### src/rtl/watch_pkg.sv
// Shared types and constants for the segment-display feeder.
package watch_pkg;
    typedef enum logic [1:0] {IDLE, SCAN, WRITE} state_t;

    localparam int         NUM_REGS   = 9;
    localparam logic [3:0] BLINK_ADDR = 4'd8;
    localparam logic [7:0] SEG_BLANK  = 8'hFF;
    localparam logic [7:0] SEG_DASH   = 8'hBF;
endpackage

### src/rtl/watch_segment_feeder_if.sv
// Snapshot input handshake plus the byte-wide Avalon-MM write port to the display slave.
interface watch_segment_feeder_if;
    logic        in_valid;
    logic        in_ready;
    logic [31:0] in_digits;
    logic [7:0]  in_dp;
    logic [7:0]  in_blink;
    logic [3:0]  m_address;
    logic        m_write;
    logic [7:0]  m_writedata;
    logic        m_waitrequest;
    logic        busy;

    modport master (
        input  in_valid, in_digits, in_dp, in_blink, m_waitrequest,
        output in_ready, m_address, m_write, m_writedata, busy
    );

    modport slave (
        output in_valid, in_digits, in_dp, in_blink, m_waitrequest,
        input  in_ready, m_address, m_write, m_writedata, busy
    );
endinterface

### src/rtl/bcd_to_seg7.sv
// Digit code to active-low a..g segments (bit0=a); 10 is a dash, 11-15 blank.
// Purely combinational; the decimal point is merged by the caller.
module bcd_to_seg7
    import watch_pkg::*;
(
    input  logic [3:0] code,
    output logic [6:0] seg
);
    always_comb begin
        seg = SEG_BLANK[6:0];
        case (code)
            4'd0:    seg = 7'h40;
            4'd1:    seg = 7'h79;
            4'd2:    seg = 7'h24;
            4'd3:    seg = 7'h30;
            4'd4:    seg = 7'h19;
            4'd5:    seg = 7'h12;
            4'd6:    seg = 7'h02;
            4'd7:    seg = 7'h78;
            4'd8:    seg = 7'h00;
            4'd9:    seg = 7'h10;
            4'd10:   seg = SEG_DASH[6:0];
            default: seg = SEG_BLANK[6:0];
        endcase
    end
endmodule

### src/rtl/watch_segment_feeder.sv
// Encodes a display snapshot and writes changed registers (0-7 digits, 8 blink) to the display slave.
// 1 cycle per skipped register, 2 per written one plus waitrequest stalls; snapshot accepted only when idle.
module watch_segment_feeder
    import watch_pkg::*;
#(
    parameter bit SKIP_UNCHANGED = 1'b1
) (
    input logic                    clk,
    input logic                    reset,
    watch_segment_feeder_if.master bus
);
    state_t      state;
    logic [3:0]  idx;
    logic [31:0] digits_q;
    logic [7:0]  dp_q;
    logic [7:0]  blink_q;
    logic [7:0]  shadow [NUM_REGS];
    logic [NUM_REGS-1:0] shadow_valid;

    logic        in_ready_q;
    logic        busy_q;
    logic        write_q;
    logic [3:0]  address_q;
    logic [7:0]  writedata_q;

    logic [6:0]  seg;
    logic [7:0]  cur_byte;
    logic        last_reg;
    logic        unchanged;

    bcd_to_seg7 u_seg (
        .code (digits_q[{idx[2:0], 2'b00} +: 4]),
        .seg  (seg)
    );

    assign cur_byte  = (idx == BLINK_ADDR) ? blink_q : {~dp_q[idx[2:0]], seg};
    assign last_reg  = (idx == BLINK_ADDR);
    assign unchanged = SKIP_UNCHANGED && shadow_valid[idx] && (shadow[idx] == cur_byte);

    always_ff @(posedge clk) begin
        if (reset) begin
            state        <= IDLE;
            idx          <= 4'd0;
            write_q      <= 1'b0;
            address_q    <= 4'd0;
            writedata_q  <= 8'd0;
            shadow_valid <= '0;
            in_ready_q   <= 1'b1;
            busy_q       <= 1'b0;
        end else begin
            case (state)
                IDLE: begin
                    if (bus.in_valid) begin
                        digits_q   <= bus.in_digits;
                        dp_q       <= bus.in_dp;
                        blink_q    <= bus.in_blink;
                        idx        <= 4'd0;
                        state      <= SCAN;
                        in_ready_q <= 1'b0;
                        busy_q     <= 1'b1;
                    end
                end
                SCAN: begin
                    if (unchanged) begin
                        if (last_reg) begin
                            state      <= IDLE;
                            in_ready_q <= 1'b1;
                            busy_q     <= 1'b0;
                        end else begin
                            idx <= idx + 4'd1;
                        end
                    end else begin
                        address_q   <= idx;
                        writedata_q <= cur_byte;
                        write_q     <= 1'b1;
                        state       <= WRITE;
                    end
                end
                WRITE: begin
                    // Address and data stay frozen until the slave drops waitrequest.
                    if (!bus.m_waitrequest) begin
                        shadow[idx]       <= writedata_q;
                        shadow_valid[idx] <= 1'b1;
                        write_q           <= 1'b0;
                        if (last_reg) begin
                            state      <= IDLE;
                            in_ready_q <= 1'b1;
                            busy_q     <= 1'b0;
                        end else begin
                            idx   <= idx + 4'd1;
                            state <= SCAN;
                        end
                    end
                end
                default: begin
                    state      <= IDLE;
                    in_ready_q <= 1'b1;
                    busy_q     <= 1'b0;
                    write_q    <= 1'b0;
                end
            endcase
        end
    end

    assign bus.in_ready    = in_ready_q;
    assign bus.busy        = busy_q;
    assign bus.m_write     = write_q;
    assign bus.m_address   = address_q;
    assign bus.m_writedata = writedata_q;
endmodule

### src/flat_wrapper.sv
// flat-port wrapper written by rule: the top's interface ports become plain ports
module watch_segment_feeder_flat import watch_pkg::*;
#(
    parameter bit SKIP_UNCHANGED = 1'b1
)
  (clk, reset, bus_in_valid, bus_in_digits, bus_in_dp, bus_in_blink, bus_m_waitrequest, bus_in_ready, bus_m_address, bus_m_write, bus_m_writedata, bus_busy);
  watch_segment_feeder_if bus_i ();
  input logic clk;
  input logic reset;
  input wire logic [$bits(bus_i.in_valid)-1:0] bus_in_valid;
  input wire logic [$bits(bus_i.in_digits)-1:0] bus_in_digits;
  input wire logic [$bits(bus_i.in_dp)-1:0] bus_in_dp;
  input wire logic [$bits(bus_i.in_blink)-1:0] bus_in_blink;
  input wire logic [$bits(bus_i.m_waitrequest)-1:0] bus_m_waitrequest;
  output wire logic [$bits(bus_i.in_ready)-1:0] bus_in_ready;
  output wire logic [$bits(bus_i.m_address)-1:0] bus_m_address;
  output wire logic [$bits(bus_i.m_write)-1:0] bus_m_write;
  output wire logic [$bits(bus_i.m_writedata)-1:0] bus_m_writedata;
  output wire logic [$bits(bus_i.busy)-1:0] bus_busy;
  assign bus_i.in_valid = bus_in_valid;
  assign bus_i.in_digits = bus_in_digits;
  assign bus_i.in_dp = bus_in_dp;
  assign bus_i.in_blink = bus_in_blink;
  assign bus_i.m_waitrequest = bus_m_waitrequest;
  assign bus_in_ready = bus_i.in_ready;
  assign bus_m_address = bus_i.m_address;
  assign bus_m_write = bus_i.m_write;
  assign bus_m_writedata = bus_i.m_writedata;
  assign bus_busy = bus_i.busy;
  watch_segment_feeder #(.SKIP_UNCHANGED(SKIP_UNCHANGED)) u_core (.clk(clk), .reset(reset), .bus(bus_i));
endmodule
### config.mk
export PLATFORM = sky130hd
export DESIGN_NAME = watch_segment_feeder_flat
export DESIGN_NICKNAME = d
export VERILOG_FILES = /design/src/rtl/watch_pkg.sv /design/src/rtl/watch_segment_feeder_if.sv /design/src/rtl/bcd_to_seg7.sv /design/src/rtl/watch_segment_feeder.sv /design/src/flat_wrapper.sv
export SDC_FILE = /design/constraint.sdc
export NUM_CORES = 1
export LEC_CHECK = 0
export CORE_MARGIN = 5
export CORE_UTILIZATION = 57
export DETAILED_ROUTE_END_ITERATION = 7
export PLACE_DENSITY = 0.85
export SYNTH_ARGS = -nofsm -noshare
export SYNTH_HDL_FRONTEND = slang
export SYNTH_SLANG_ARGS = --single-unit
export TNS_END_PERCENT = 20
### constraint.sdc
create_clock -name clk -period 4.4 [get_ports clk]
set_input_delay 0.66 -clock clk [delete_from_list [all_inputs] [get_ports clk]]
set_output_delay 0.66 -clock clk [all_outputs]
set_load 0.05 [all_outputs]
==> metrics.txt <==
syn nets=507; final setup vio count=0; most frequent cells after synthesis=120 x edfxtp_1, 37 x nand2_1, 34 x dfxtp_1; CTS Root Cell=clkbuf_16; global-route wire length before repair=22800 um; relative slew slack=0.324; Startpoint Class=flop; crit end category=flop; async set or reset register ratio after synthesis=0; DP Wirelength=~10000 um; most frequent cell after synthesis=edfxtp_1; CTS Sinks=roughly 150; Worst VDD drop=0.448 mV; GRT Total Usage=0.213; routability cong.=approximately 0.88; Worst-path clk slew=0.06 ns; Slowest-stage cell, CP=o31ai_4; core area=about 11000 um^2; clock buffer depth=2; Remaining Overflow, GRT=0; Yosys top cell area share=0.542; Synth Flop Type=edfxtp_1; TritonCTS Buffers=17; hold_buf cts=0; CTS tree=done; wire per inst=about 21 um; num rows=39; fin crit share=0.926; num ports=67; post-route setup slack=between 0.3 and 0.4 ns; initial antenna violation count=0; power per cell area=566 nW/um^2; Final Hold Viols=0; Avg Inst Size Synth=between 15 and 20 um^2; H-Tree Depth=4; RSZ-0062 raised after global routing=false; via/cell ratio=6.05; Tmin final=between 4 and 5 ns; fmax=between 200 and 250 MHz; DRC viols=0; Max-cap violations=0; die area=approximately 14000 um^2; Yosys reg bits=approximately 150; Nets=just under 600; largest net degree at the start of global routing=49; P_leak=~2.8 nW; Post CTS Setup Buffer Count=0; crit path cell chain=buf_4 -> mux2_2 -> o22ai_1 -> o21ai_0 -> o21ai_0 -> xnor2_1 -> o2111ai_2 -> o31ai_4 -> nand2_4 -> o41ai_1; CP top delay family=compound AO/OA/AOI/OAI gates; most used cell, CP=o21ai_0; post-synth cell types=65; Post-Route Setup TNS=0 ns; max incr delay on CP=about 0.57 ns; critical path fanouts, max=14; Inserted Diodes=0; initial DRC count=approximately 440; Final Skew=~0.0070 ns; WL final=around 14000 um; total power=4.52 mW; fin util=0.700; Post-synth EDFFs=120; Vert. Die Dim=between 100 and 150 um; Die Span X=118 um; Final ANT Viol Nets=0; Syn. warnings=0; Slew Limit Fails=0; 1st-pass router iterations=5; start-to-end type of the worst setup path=flop to flop; PortBufs=66; share of layout cells above drive strength 1=0.158; Worst EP required=roughly 4.7 ns; outcome=completed; post-CTS sizing=0; initial core utilization=0.582; Vias=slightly above 4000; pre-CTS WS=roughly 0.54 ns; Cells after Synth=approximately 440; clock latency on the worst-skew pair=0.42 ns; Seq/Total Area, Yosys=0.644; largest area contributor in the netlist=edfxtp_1; Area Growth Syn to Fin=20.2%; worst slew pin tran=1.01 ns; worst path bufs/invs=1; HP Class=flop to flop; Post-Syn Area=6650 um^2; dpl cell area=roughly 7400 um^2; largest cells by area after synthesis=edfxtp_1 54%, dfxtp_1 10%, mux4_2 8.8%, ha_1 2.6%, mux2i_1 2.4%; vias in the first global route=4230; Worst Path Arrival=~4.4 ns; final instance area=between 7000 and 8000 um^2
## cell families after synthesis
| group | synth area share |
|---|---|
| fa+ha+maj | 0.0263 |
| compound gates | 0.0898 |
| buf+inv | 0.0220 |
| xor+xnor | 0.00395 |
| mux | 0.129 |
| flops | 0.644 |
| simple gates | 0.0851 |
## worst register-to-register path, cell delays in order, from the launching register on
cell       delay (ns)
dfxtp_1          0.52
buf_4            0.32
mux2_2           0.39
o22ai_1          0.47
o21ai_0          0.24
o21ai_0          0.49
xnor2_1          0.23
o2111ai_2        0.23
o31ai_4          0.57
nand2_4          0.13
o41ai_1          0.36
## worst paths after layout
path                               start                     end  slack (ns)  depth (start not counted)
setup reg to reg           u_core.idx[0]           u_core.idx[0]        0.32                         10
hold reg to reg   u_core.shadow_valid[0]  u_core.shadow_valid[0]        0.45                          1
setup / recovery           u_core.idx[0]           u_core.idx[0]        0.32                         10
hold / removal    u_core.shadow_valid[0]  u_core.shadow_valid[0]        0.45                          1
## power by group
group | internal (mW) | switching, mW | total [mW]
combinational | 0.524 | 0.736 | 1.26
sequential | 1.77 | 0.131 | 1.90
clock | 0.779 | 0.581 | 1.36
total | 3.07 | 1.45 | 4.52
## metrics by stage
stage / std cells / hold slack [ns]
6_report: 669 / 0.452
2_1_floorplan: 441 / 0.421
3_3_place_gp: 637 / 0.431
5_1_grt: 669 / 0.479
4_1_cts: 669 / 0.453
3_5_place_dp: 637 / 0.448
## layout make-up
cell class,count,area (um^2)
clock buffer,18,429
clock inverter,14,119
fill,766,3430
inverter,10,37.5
multi-input combinational,256,2220
sequential,154,4280
tap,143,179
timing repair buffer,74,721
## per-layer routing
layer | wire length (um) | part of all wire | GRT usage
met3 | 967 | 0.068 | 0.0548
met1 | 5750 | 0.40 | 0.280
met2 | 7230 | 0.51 | 0.342
met5 | 0 | 0 | 0
met4 | 342 | 0.024 | 0.0846
## registers in the layout, summed over array words and instances, names as in the netlist, 2 cells and up, named ones only
signal,count
u_core.shadow_valid,9
u_core.blink_q,8
u_core.shadow,72
u_core.idx,4
u_core.bus.m_address,4
u_core.dp_q,8
u_core.digits_q,32
u_core.state,2
u_core.bus.m_writedata,8
## placed cells by master, fill, tap and decap left out, drive strengths merged, types with 17 or more instances in the layout
cell           count
dfxtp             34
nand2             38
clkdlybuf4s50     66
mux4              27
clkbuf            18
edfxtp           120
mux2i             17
a21oi             22
nor2              23
(Power assumes the default switching activity.)
